## config.mk

```make
export PLATFORM = sky130hd
export DESIGN_NAME = mul_rs
export DESIGN_NICKNAME = d
export VERILOG_FILES = /design/src/rtl/mul_rs.sv
export SDC_FILE = /design/constraint.sdc
export NUM_CORES = 1
export LEC_CHECK = 0
export ABC_CLOCK_PERIOD_IN_PS = 4700
export BUFFER_PORTS_ARGS = -buffer_cell sky130_fd_sc_hd__buf_4
export CELL_PAD_IN_SITES_DETAIL_PLACEMENT = 1
export CELL_PAD_IN_SITES_GLOBAL_PLACEMENT = 2
export CORE_MARGIN = 3
export CORE_UTILIZATION = 25
export DETAILED_ROUTE_END_ITERATION = 7
export PLACE_DENSITY_LB_ADDON = 0.1
export SYNTH_ARGS = -nofsm -noshare
export SYNTH_HDL_FRONTEND = slang
export SYNTH_SLANG_ARGS = --single-unit
```

## constraint.sdc

```tcl
create_clock -name clk -period 4.7 [get_ports clk]
set_input_delay 0.705 -clock clk [delete_from_list [all_inputs] [get_ports clk]]
set_output_delay 0.705 -clock clk [all_outputs]
set_load 0.05 [all_outputs]
```

## src/rtl/mul_rs.sv

```systemverilog
`default_nettype none
// +----------------------------------------------------------------------------+
// | Module  : mul_rs                                                           |
// | Purpose : M-extension reservation station, collapsing age-ordered queue   |
// |           with CDB snooping and oldest-ready issue.                       |
// | Option  : MUL_RS_CDB_BYPASS_EN enables same-cycle CDB wakeup-to-issue.    |
// | Rev     : 1.0                                                              |
// +----------------------------------------------------------------------------+
module mul_rs #(
  parameter int DEPTH  = 4,
  parameter int PREG_W = 6,
  parameter int ROB_W  = 5
) (
  input  logic                    clk,
  input  logic                    rst,
  input  logic                    flush,
  input  logic                    dispatch_valid,
  output logic                    dispatch_ready,
  input  logic [2:0]              dispatch_op,
  input  logic [PREG_W-1:0]       dispatch_ps1,
  input  logic                    dispatch_ps1_rdy,
  input  logic [PREG_W-1:0]       dispatch_ps2,
  input  logic                    dispatch_ps2_rdy,
  input  logic [PREG_W-1:0]       dispatch_pd,
  input  logic [ROB_W-1:0]        dispatch_rob_id,
  input  logic                    cdb_valid,
  input  logic [PREG_W-1:0]       cdb_pd,
  output logic                    issue_valid,
  input  logic                    issue_ready,
  output logic [2:0]              issue_op,
  output logic [PREG_W-1:0]       issue_ps1,
  output logic [PREG_W-1:0]       issue_ps2,
  output logic [PREG_W-1:0]       issue_pd,
  output logic [ROB_W-1:0]        issue_rob_id,
  output logic [$clog2(DEPTH):0]  occupancy
);

  localparam int c_IDX_W = $clog2(DEPTH);
  localparam int c_CNT_W = $clog2(DEPTH) + 1;
  localparam logic [c_CNT_W-1:0] c_DEPTH_CNT = c_CNT_W'(DEPTH);

  typedef struct packed {
    logic              valid;
    logic [2:0]        op;
    logic [PREG_W-1:0] ps1;
    logic              r1;
    logic [PREG_W-1:0] ps2;
    logic              r2;
    logic [PREG_W-1:0] pd;
    logic [ROB_W-1:0]  rob_id;
  } entry_t;

  entry_t              r_slot     [DEPTH];
  entry_t              w_woken    [DEPTH];
  entry_t              w_slot_nxt [DEPTH];
  entry_t              w_new;
  entry_t              w_issue;
  logic [c_CNT_W-1:0]  r_occ;
  logic [c_CNT_W-1:0]  w_occ_base;
  logic [c_CNT_W-1:0]  w_occ_nxt;
  logic [DEPTH-1:0]    w_hit1;
  logic [DEPTH-1:0]    w_hit2;
  logic [DEPTH-1:0]    w_rdy;
  logic [c_IDX_W-1:0]  w_sel;
  logic                w_any;
  logic                w_fire;
  logic                w_disp;

  // Wakeup view of every slot, plus the per-slot issue eligibility.
  always_comb begin
    for (int i = 0; i < DEPTH; i++) begin
      w_woken[i] = r_slot[i];
      w_hit1[i]  = cdb_valid && (cdb_pd == r_slot[i].ps1);
      w_hit2[i]  = cdb_valid && (cdb_pd == r_slot[i].ps2);
      if (w_hit1[i] && (r_slot[i].ps1 != '0)) w_woken[i].r1 = 1'b1;
      if (w_hit2[i] && (r_slot[i].ps2 != '0)) w_woken[i].r2 = 1'b1;
`ifdef MUL_RS_CDB_BYPASS_EN
      w_rdy[i] = r_slot[i].valid && (r_slot[i].r1 || w_hit1[i])
                                 && (r_slot[i].r2 || w_hit2[i]);
`else
      w_rdy[i] = r_slot[i].valid && r_slot[i].r1 && r_slot[i].r2;
`endif
    end
  end

  // Lowest index wins: scanning downward leaves the oldest ready slot.
  always_comb begin
    w_any = 1'b0;
    w_sel = '0;
    for (int i = DEPTH - 1; i >= 0; i--) begin
      if (w_rdy[i]) begin
        w_any = 1'b1;
        w_sel = c_IDX_W'(i);
      end
    end
  end

  always_comb begin
    w_issue = '0;
    if (w_any) w_issue = r_slot[w_sel];
  end

  assign issue_valid    = w_any;
  assign issue_op       = w_issue.op;
  assign issue_ps1      = w_issue.ps1;
  assign issue_ps2      = w_issue.ps2;
  assign issue_pd       = w_issue.pd;
  assign issue_rob_id   = w_issue.rob_id;
  assign occupancy      = r_occ;
  assign dispatch_ready = (r_occ < c_DEPTH_CNT);

  assign w_fire     = w_any && issue_ready;
  assign w_disp     = dispatch_valid && dispatch_ready;
  assign w_occ_base = r_occ - {{(c_CNT_W-1){1'b0}}, w_fire};

  // A new entry may also catch the broadcast happening in its dispatch cycle.
  always_comb begin
    w_new        = '0;
    w_new.valid  = 1'b1;
    w_new.op     = dispatch_op;
    w_new.ps1    = dispatch_ps1;
    w_new.ps2    = dispatch_ps2;
    w_new.pd     = dispatch_pd;
    w_new.rob_id = dispatch_rob_id;
    w_new.r1     = dispatch_ps1_rdy || (dispatch_ps1 == '0)
                   || (cdb_valid && (cdb_pd == dispatch_ps1));
    w_new.r2     = dispatch_ps2_rdy || (dispatch_ps2 == '0)
                   || (cdb_valid && (cdb_pd == dispatch_ps2));
  end

  always_comb begin
    for (int i = 0; i < DEPTH; i++) begin
      int src;
      src           = (i < DEPTH - 1) ? i + 1 : i;
      w_slot_nxt[i] = w_woken[i];
      if (w_fire && (i >= int'(w_sel))) begin
        if (i < DEPTH - 1) w_slot_nxt[i] = w_woken[src];
        else               w_slot_nxt[i] = '0;
      end
      if (w_disp && (c_CNT_W'(i) == w_occ_base)) w_slot_nxt[i] = w_new;
      if (flush) w_slot_nxt[i] = '0;
    end
    w_occ_nxt = w_occ_base + {{(c_CNT_W-1){1'b0}}, w_disp};
    if (flush) w_occ_nxt = '0;
  end

  always_ff @(posedge clk or posedge rst) begin
    if (rst) begin
      r_occ <= '0;
      for (int i = 0; i < DEPTH; i++) r_slot[i] <= '0;
    end else begin
      r_occ <= w_occ_nxt;
      for (int i = 0; i < DEPTH; i++) r_slot[i] <= w_slot_nxt[i];
    end
  end

endmodule
`default_nettype wire

```

# Yosys cells after proc, flatten, opt, wreduce, memory -nomap -nowiden
# Cells that the tools add are included.
dict set report op_classes {
  add_sub_neg 2
  magnitude_cmp 5
  eq_ne 13
  n_mux 33
  bitwise 1
  reduce_logical 56
}
# cell n
set op_table {}
lappend op_table {{$mux 29} 12}
lappend op_table {{$mux 28} 3}
lappend op_table {{$eq 6x6->1} 10}
lappend op_table {{$bmux 29 s2} 1}
lappend op_table {{$reduce_bool 6->1} 8}
lappend op_table {{$logic_and 1x1->1} 35}
lappend op_table {{$logic_not 6->1} 2}
lappend op_table {{$mux 1} 12}
lappend op_table {{$reduce_bool 3->1} 4}
lappend op_table {{$mux 2} 4}
lappend op_table {{$reduce_bool 4->1} 2}
lappend op_table {{$eq 2x3->1 const A} 2}
lappend op_table {{$ge 1x2->1 const A} 2}
lappend op_table {{$logic_or 1x1->1} 4}
lappend op_table {{$add 3x1->3} 1}
lappend op_table {{$eq 1x3->1 const A} 1}
lappend op_table {{$ge 3x3->1 const B} 1}
lappend op_table {{$logic_not 3->1} 1}
lappend op_table {{$lt 3x3->1 const B} 1}
lappend op_table {{$mux 3} 1}
lappend op_table {{$not 2->3} 1}
lappend op_table {{$sub 3x1->3} 1}
lappend op_table {{$ge 2x2->1 const A} 1}
dict set report word_totals {
  ff_bits 119
  inputBits 40
  output_inout_bits 31
  wordCells 143
}

# Longest topological paths before layout
# Gate-level depths: netlist of run 1.
dict set report depth {
  word_depth 12
  mapped_depth 14
  depth_no_buf 10
}

# Worst setup path before layout of run 1
# Ideal clock, no wire load.
dict set report synth_timing {
  path_type {register to register}
  start {reg, netlist name r_slot[69]}
  end {reg, netlist name r_slot[12]}
  setup_ns 0.066
  arrival_time_ns 3.392
  t_required_ns 4.634
  setup_slack_ns 1.241
  path_stages_with_launch 14
  n_path_buf 4
  synth_period_minus_slack_ns 3.459
  path_cell_list {dfrtp_1 -> and3_1 -> buf_6 -> or4b_4 -> buf_6 -> nand2_1 -> inv_1 -> ha_1 -> ha_1 -> nor4_1 -> nor2b_1 -> clkbuf_1 -> clkbuf_1 -> a22o_1}
}
dict set report synth_via {
  elab_chain_len 9
  word_cells_on_any_way 10
  cone_classes {add/sub: 1; eq/ne: 1; mux: 4; reduce/logical: 4}
}
# element line_no
set synth_lines {}
lappend synth_lines {{$logic_and 1x1->1 *} 81} ;# w_rdy[i] = r_slot[i].valid && r_slot[i].r1 && r_slot[i].r2;
lappend synth_lines {{$mux 1 * (2 in a row)} 91} ;# if (w_rdy[i]) begin
lappend synth_lines {{$logic_and 1x1->1 *} 112} ;# assign w_fire = w_any && issue_ready;
lappend synth_lines {{$sub 3x1->3} 114} ;# assign w_occ_base = r_occ - {{(c_CNT_W-1){1'b0}}, w_fire};
lappend synth_lines {{$eq 2x3->1} 140} ;# if (w_disp && (c_CNT_W'(i) == w_occ_base)) w_slot_nxt[i] = w_new;
lappend synth_lines {{$logic_and 1x1->1} 140}
lappend synth_lines {{$mux 29} 140}
lappend synth_lines {{$mux 29} 141} ;# if (flush) w_slot_nxt[i] = '0;
# Every way passes the cells marked *; elsewhere a longest branch is shown, timed or not.
# A chain may end at the register's enable or synchronous reset.

# Worst setup path after layout of run 1
dict set report layout_timing {
  start {reg, netlist name r_slot[69]}
  end {reg, netlist name r_slot[3]}
}
dict set report layout_via {
  elab_chain_len 9
  word_cells_on_any_way 10
  cone_classes {add/sub: 1; eq/ne: 1; mux: 4; reduce/logical: 4}
}
# element line_no
set layout_lines {}
lappend layout_lines {{$logic_and 1x1->1 *} 81}
lappend layout_lines {{$mux 1 * (2 in a row)} 91}
lappend layout_lines {{$logic_and 1x1->1 *} 112}
lappend layout_lines {{$sub 3x1->3} 114}
lappend layout_lines {{$eq 2x3->1} 140}
lappend layout_lines {{$logic_and 1x1->1} 140}
lappend layout_lines {{$mux 29} 140}
lappend layout_lines {{$mux 29} 141}
# Marks and branches as above.

==> results of run 1 <==
layout make-up:
class / instances / area, sq um
flip-flops and latches: 119 / 2978
multi-input cells: 595 / 4074
clock inverters: 15 / 145.1
repair buffers: 90 / 685.7
inverters: 8 / 32.53
fillers: 3296 / 19960
well taps: 384 / 480.5
clock buffers: 17 / 425.4
path summary, 6_finish.rpt:
kind                                           to  slack [ns]  depth (start not counted)
max in group asynchronous  r_slot[26]$_DFFE_PP0P_        3.29                          3
hold / removal             r_slot[67]$_DFFE_PP0P_        0.35                          2
setup reg to reg            r_slot[3]$_DFFE_PP0P_        0.76                         10
min in group clk            r_slot[4]$_DFFE_PP0P_        0.53                          2
hold reg to reg              r_slot[18]$_DFF_PP0_        0.54                          2
setup / recovery            r_slot[3]$_DFFE_PP0P_        0.76                         10
per-stage QoR:
step | total power (uW) | worst slack, ns | util | instance area (sq um) | hold slack, ns
after detailed placement | 1541 | 0.7999 | 0.2865 | 8244 | 0.5206
after floorplan | 1384 | 0.8375 | - | 7338 | 0.4779
after global routing | 2953 | 0.5280 | 0.3065 | 8821 | 0.4021
final | 2808 | 0.7628 | 0.3065 | 8821 | 0.3458
after global placement | 1529 | 0.9519 | 0.2865 | 8244 | 0.5111
after CTS | 2850 | 0.7630 | 0.3063 | 8815 | 0.3704
synth_stat cells, drive strengths merged:
cell type  instances
nor3b              2
or4b               1
o2111a             7
and2               1
nor4              10
a311oi            26
nand3             30
nand2             84
ha                 2
nand3b             2
or4                1
o21a               1
a21oi             21
dfrtp            119
mux2i            106
o41ai              2
clkbuf            46
nand2b             7
nor3              10
and3              29
a22o              26
xnor2             10
a211oi            54
nand4              3
o32ai              4
o21ai              6
nor2b              1
o31ai              3
o21bai             3
o22ai              4
a2111oi            1
inv                8
buf               24
xor2              44
nor2              94
logic make-up (layout without fill, tap and decap cells):
kind of cell / Yosys count / count (layout) / share of synthesized area
and+or+nand+nor: 275 / 275 / 0.1688
AOI/OAI and AO/OA: 158 / 158 / 0.1671
DFF: 119 / 119 / 0.4058
muxes: 106 / 106 / 0.1446
buffers and inverters: 78 / 130 / 0.04586
xor gates and xnor gates: 54 / 54 / 0.06445
adders and majority gates: 2 / 2 / 0.003410
flip-flops by register name, summed over array words and instances (netlist names):
name	count
r_slot	116
occupancy	3
power groups by stage:
stage / clock, uW / sequential [uW] / combinational (uW)
after global placement: 0 / 1170 / 364
after floorplan: 0 / 1150 / 238
final: 1290 / 1150 / 371
after global routing: 1380 / 1160 / 417
after detailed placement: 0 / 1170 / 374
after CTS: 1330 / 1150 / 377
layer usage:
| metal | track usage | vias to the layer above |
|---|---|---|
| met1 | 0.2715 | 3370 |
| met4 | 0.04483 | 0 |
| li1 | - | 2948 |
| met5 | 0 | - |
| met2 | 0.3032 | 135 |
| met3 | 0.02867 | 19 |
cell usage in the layout (no fill, tap or decap), types with 26 or more instances in the layout:
cell	netlist	final
a211oi_1	53	52
and3_1	29	29
xor2_1	44	44
nand3_1	30	29
a22o_1	26	26
a311oi_1	26	26
buf_4	0	88
mux2i_1	106	106
nor2_1	94	94
dfrtp_1	119	119
nand2_1	84	84
==> results.json, run 1 <==
{
  "outcome": "finished, final reports clean",
  "ios": 71,
  "clock-sinks": 119,
  "avgSynthCellArea_sq_um": 9.266,
  "ir_drop_v": 0.0002010,
  "yosysTopAreaCell": "dfrtp_1",
  "n_antenna_cell": 0,
  "final-hold-violation-count": 0,
  "critPathMostFrequentCell": "ha_1",
  "drt-pass1-iter-count": 5,
  "hold_buffers": 0,
  "drive_above_1_share": 0.1552,
  "dr_wl_met2_um": 13290,
  "crit_family": "simple AND/OR/NAND/NOR gates",
  "p_sw_frac": 0.3032,
  "report.final.slew_viol_count": 0,
  "ant_nets": 0,
  "p_leak_uw": 0.004219,
  "fin_nets": 873,
  "worst_pin_slew_ns": 1.018,
  "clk_path_buf_depth": 2,
  "globalplace.congestion": 0.7748,
  "post_cts_buffers": 0,
  "critPathSlowestCell": "or4b_4",
  "syn_nets": 834,
  "synth_top_cell_area_share": 0.4058,
  "die_w_um": 177.3,
  "drt_wl_total_um": 29120,
  "path_buf_inv": 2,
  "crit_path_start": "r_slot[69]$_DFF_PP0_",
  "netlist_area_sq_um": 7338,
  "std_cell_rows": 62,
  "p_comb_frac": 0.132,
  "start_util": 0.2550,
  "start_kind": "flop",
  "clock_skew_ns": 0.02008,
  "period_share": 0.8377,
  "worst-path-max-fanout": 29,
  "synth_warnings": 0,
  "syn_inst": 792,
  "period_needed_ns": 3.937,
  "timing.fmax_mhz": 254.0,
  "vias_per_cell": 5.270,
  "overflow": 0,
  "ys_seq_elements": 119,
  "ys_seq_area_frac": 0.4058,
  "insertion_delay_ns": 0.43,
  "rsz0062_at_grt": "no",
  "maxSlewHeadroom": 0.3185,
  "yosysUniqueCellTypes": 39,
  "fp.dieArea_sq_um": 31440,
  "clockRootBuffer": "clkbuf_16",
  "end_kind": "flop",
  "cts_resized": 0,
  "power.internal_uw": 1956,
  "drc_errors": 0,
  "path_class": "reg -> reg",
  "worstPathRequired_ns": 5.00,
  "grt_use_total": 0.1902,
  "setup_viol": 0,
  "wl_per_cell_um": 23.71,
  "vias": 6472,
  "wl_met3_um": 1086,
  "clkTransAtPathRegs_ns": 0.06,
  "dp_hpwl_um": 18540,
  "p_seq_frac": 0.409,
  "max_cap_violations": 0,
  "grt_pass1_wl_um": 45110,
  "highest_layer": "met4",
  "numCtsBuffers": 17,
  "cp_data_arrival_time_ns": 4.24,
  "die_h_um": 177.3,
  "portBuffers": 70,
  "p_per_area_nw_per_um2": 318.3,
  "antenna_found_initial": 0,
  "h-tree-depth": 4,
  "core_sq_um": 28780,
  "p_clk_frac": 0.458,
  "grt_pass1_vias": 7119,
  "crit_chain": "and3_1 > or4b_4 > nand2_1 > inv_1 > ha_1 > ha_1 > nor4_1 > a211oi_4 > buf_4 > a22o_1",
  "wl_met1_um": 14440,
  "synth.area.top_cells": "dfrtp_1 (41%), mux2i_1 (14%), a211oi_1 (5.4%)",
  "min_path_type": "in -> async",
  "p_sw_uw": 851.2,
  "grt_max_degree": 60,
  "dp.cells": 1195,
  "final_cells": 1228,
  "syn_to_final_growth_pct": 20.20,
  "drt_iter0_drc": 450,
  "crit_path_max_incr_delay_ns": 0.83,
  "cts_tree": "built",
  "r2r_start": "r_slot[69]$_DFF_PP0_",
  "fin_setup_tns_ns": 0
}
Note: power is estimated with default switching activity, not from simulation.
==> inputs of run 2 (changes only) <==
--- a/config.mk
+++ b/config.mk
@@ -5,7 +5,7 @@
 export SDC_FILE = /design/constraint.sdc
 export NUM_CORES = 1
 export LEC_CHECK = 0
-export ABC_CLOCK_PERIOD_IN_PS = 4700
+export ABC_CLOCK_PERIOD_IN_PS = 3800
 export BUFFER_PORTS_ARGS = -buffer_cell sky130_fd_sc_hd__buf_4
 export CELL_PAD_IN_SITES_DETAIL_PLACEMENT = 1
 export CELL_PAD_IN_SITES_GLOBAL_PLACEMENT = 2
==> constraint.sdc (replaced) <==
create_clock -name clk -period 3.8 [get_ports clk]
set_input_delay 0.57 -clock clk [delete_from_list [all_inputs] [get_ports clk]]
set_output_delay 0.57 -clock clk [all_outputs]
set_load 0.05 [all_outputs]
==> results.json, run 2 (synthesis gave the netlist of run 1 again) <==
{
  "hold_buffers": 0,
  "layout_common_cells": "dfrtp_1 (119), mux2i_1 (106), buf_4 (95)",
  "largest_register": "r_slot",
  "portBuffers": 70,
  "timing.fmax_mhz": 296.7,
  "critPathSlowestCell": "dfrtp_1",
  "report.final.slew_viol_count": 0,
  "clock_skew_ns": 0.01590,
  "ios": 71,
  "start_util": 0.2550,
  "largest_register_ffs": 116,
  "p_per_area_nw_per_um2": 411.0,
  "start_kind": "flop",
  "h-tree-depth": 4,
  "fillers": 3276,
  "p_comb_frac": 0.126,
  "antenna_found_initial": 0,
  "worstPathRequired_ns": 3.23,
  "fin_util": 0.3128,
  "period_share": 0.8871,
  "clock-sinks": 119,
  "p_sw_frac": 0.2712,
  "fp.dieArea_sq_um": 31440,
  "drc_errors": 0,
  "setup_viol": 0,
  "crit_chain": "and3_1 > buf_4 > a211oi_4 > buf_4 > mux2i_1 > nand2_1 > and3_1 > buf_4",
  "vias": 6546,
  "numCtsBuffers": 17,
  "max_cap_violations": 0,
  "cts_resized": 0,
  "p_clk_frac": 0.490,
  "grt_pass1_wl_um": 44960,
  "core_sq_um": 28780,
  "clk_path_buf_depth": 2,
  "p_leak_uw": 0.004306,
  "vias_per_cell": 5.292,
  "p_seq_frac": 0.384,
  "cp_data_arrival_time_ns": 2.80,
  "dp_hpwl_um": 18600,
  "wl_per_cell_um": 23.13,
  "std_cell_rows": 62,
  "globalplace.congestion": 0.7458,
  "drt-pass1-iter-count": 4,
  "drive_above_1_share": 0.1618,
  "ant_nets": 0,
  "crit_path_max_incr_delay_ns": 0.40,
  "min_path_type": "in -> async",
  "ir_drop_v": 0.0002300,
  "outcome": "finished, final reports clean",
  "grt_use_total": 0.1868,
  "period_needed_ns": 3.371,
  "maxSlewHeadroom": 0.4826,
  "n_antenna_cell": 0,
  "cts_tree": "built",
  "rsz0062_at_grt": "no",
  "drt_wl_total_um": 28610,
  "end_kind": "output port",
  "power.internal_uw": 2697,
  "clockRootBuffer": "clkbuf_16",
  "fin_setup_tns_ns": 0,
  "overflow": 0,
  "die_h_um": 177.3,
  "final_common_cell": "dfrtp_1",
  "critPathMostFrequentCell": "buf_4",
  "p_sw_uw": 1003,
  "fin_nets": 882,
  "worst-path-max-fanout": 30,
  "final-hold-violation-count": 0,
  "path_class": "reg -> out",
  "drt_iter0_drc": 333,
  "grt_max_degree": 73,
  "die_w_um": 177.3,
  "insertion_delay_ns": 0.42,
  "grt_pass1_vias": 7290,
  "worst_pin_slew_ns": 0.7565,
  "syn_to_final_growth_pct": 22.68,
  "clkTransAtPathRegs_ns": 0.06
}
run 2: changes by cell type in the layout (fill, tap and decap cells not counted), sizes merged:
cell / previous run / this run
buf: 89 / 99
bufinv: 1 / 5
clkbuf: 18 / 20
clkinv: 6 / 2
clkinvlp: 3 / 4
inv: 13 / 9
run 2: cell type report:
class / instances / area [sq um] / area share
clock inverters: 12 / 198.9 / 0.02210
well taps: 384 / 480.5 / 0.05337
repair buffers: 99 / 793.3 / 0.08812
flip-flops and latches: 119 / 2978 / 0.3308
inverters: 8 / 32.53 / 0.003614
multi-input cells: 595 / 4073 / 0.4524
clock buffers: 20 / 446.7 / 0.04962
run 2: path summary, 6_finish.rpt:
kind,start,end,slack [ns],cells after the start
max reg2reg,r_slot[69]$_DFF_PP0_,r_slot[99]$_DFFE_PP0P_,0.51,10
min,rst,r_slot[95]$_DFFE_PP0P_,0.24,2
min in group clk,dispatch_pd[4],r_slot[9]$_DFFE_PP0P_,0.41,2
max in group asynchronous,rst,r_slot[15]$_DFFE_PP0P_,2.69,3
min reg2reg,r_slot[0]$_DFFE_PP0P_,r_slot[0]$_DFFE_PP0P_,0.53,1
max,r_slot[115]$_DFFE_PP0P_,issue_ps1[2],0.43,8
run 2: critical path: cells and delay by family, from the launching register on:
family / cells / cell delay (ns)
compound gates: 1 / 0.35
buf+inv: 3 / 0.88
flops: 1 / 0.40
mux: 1 / 0.26
simple gates: 3 / 0.46
run 2: power groups by stage:
stage | clock (uW) | combinational [uW] | sequential, uW
3_3_place_gp | 0 | 453 | 1440
3_5_place_dp | 0 | 467 | 1440
5_1_grt | 1920 | 523 | 1430
4_1_cts | 1860 | 471 | 1420
2_1_floorplan | 0 | 294 | 1420
6_report | 1810 | 465 | 1420
run 2: stage by stage:
stage	instances	hold slack (ns)	power, uW	cell area [sq um]	setup WS (ns)
after floorplan	792	0.4779	1712	7338	0.07253
after global placement	1202	0.5234	1891	8334	0.3225
after detailed placement	1202	0.5330	1909	8334	0.2102
after CTS	1234	0.2710	3746	8980	0.1771
after global routing	1237	0.2875	3878	9002	0.2767
final	1237	0.2377	3700	9002	0.4292
run 2: what timing repair did:
| item | in CTS | in global routing |
|---|---|---|
| setup buffers | 0 | 3 |
| endpoints found under the setup margin | 0 | 12 |
| endpoints found under the hold margin | 0 | 0 |
run 2: layer usage:
metal  part of all wire  routed length (um)  global-route usage
met5                  0                   0                   0
met2               0.47               13390              0.3043
met4              0.011                 318             0.04123
met1               0.49               14020              0.2619
met3              0.031                 881             0.02931
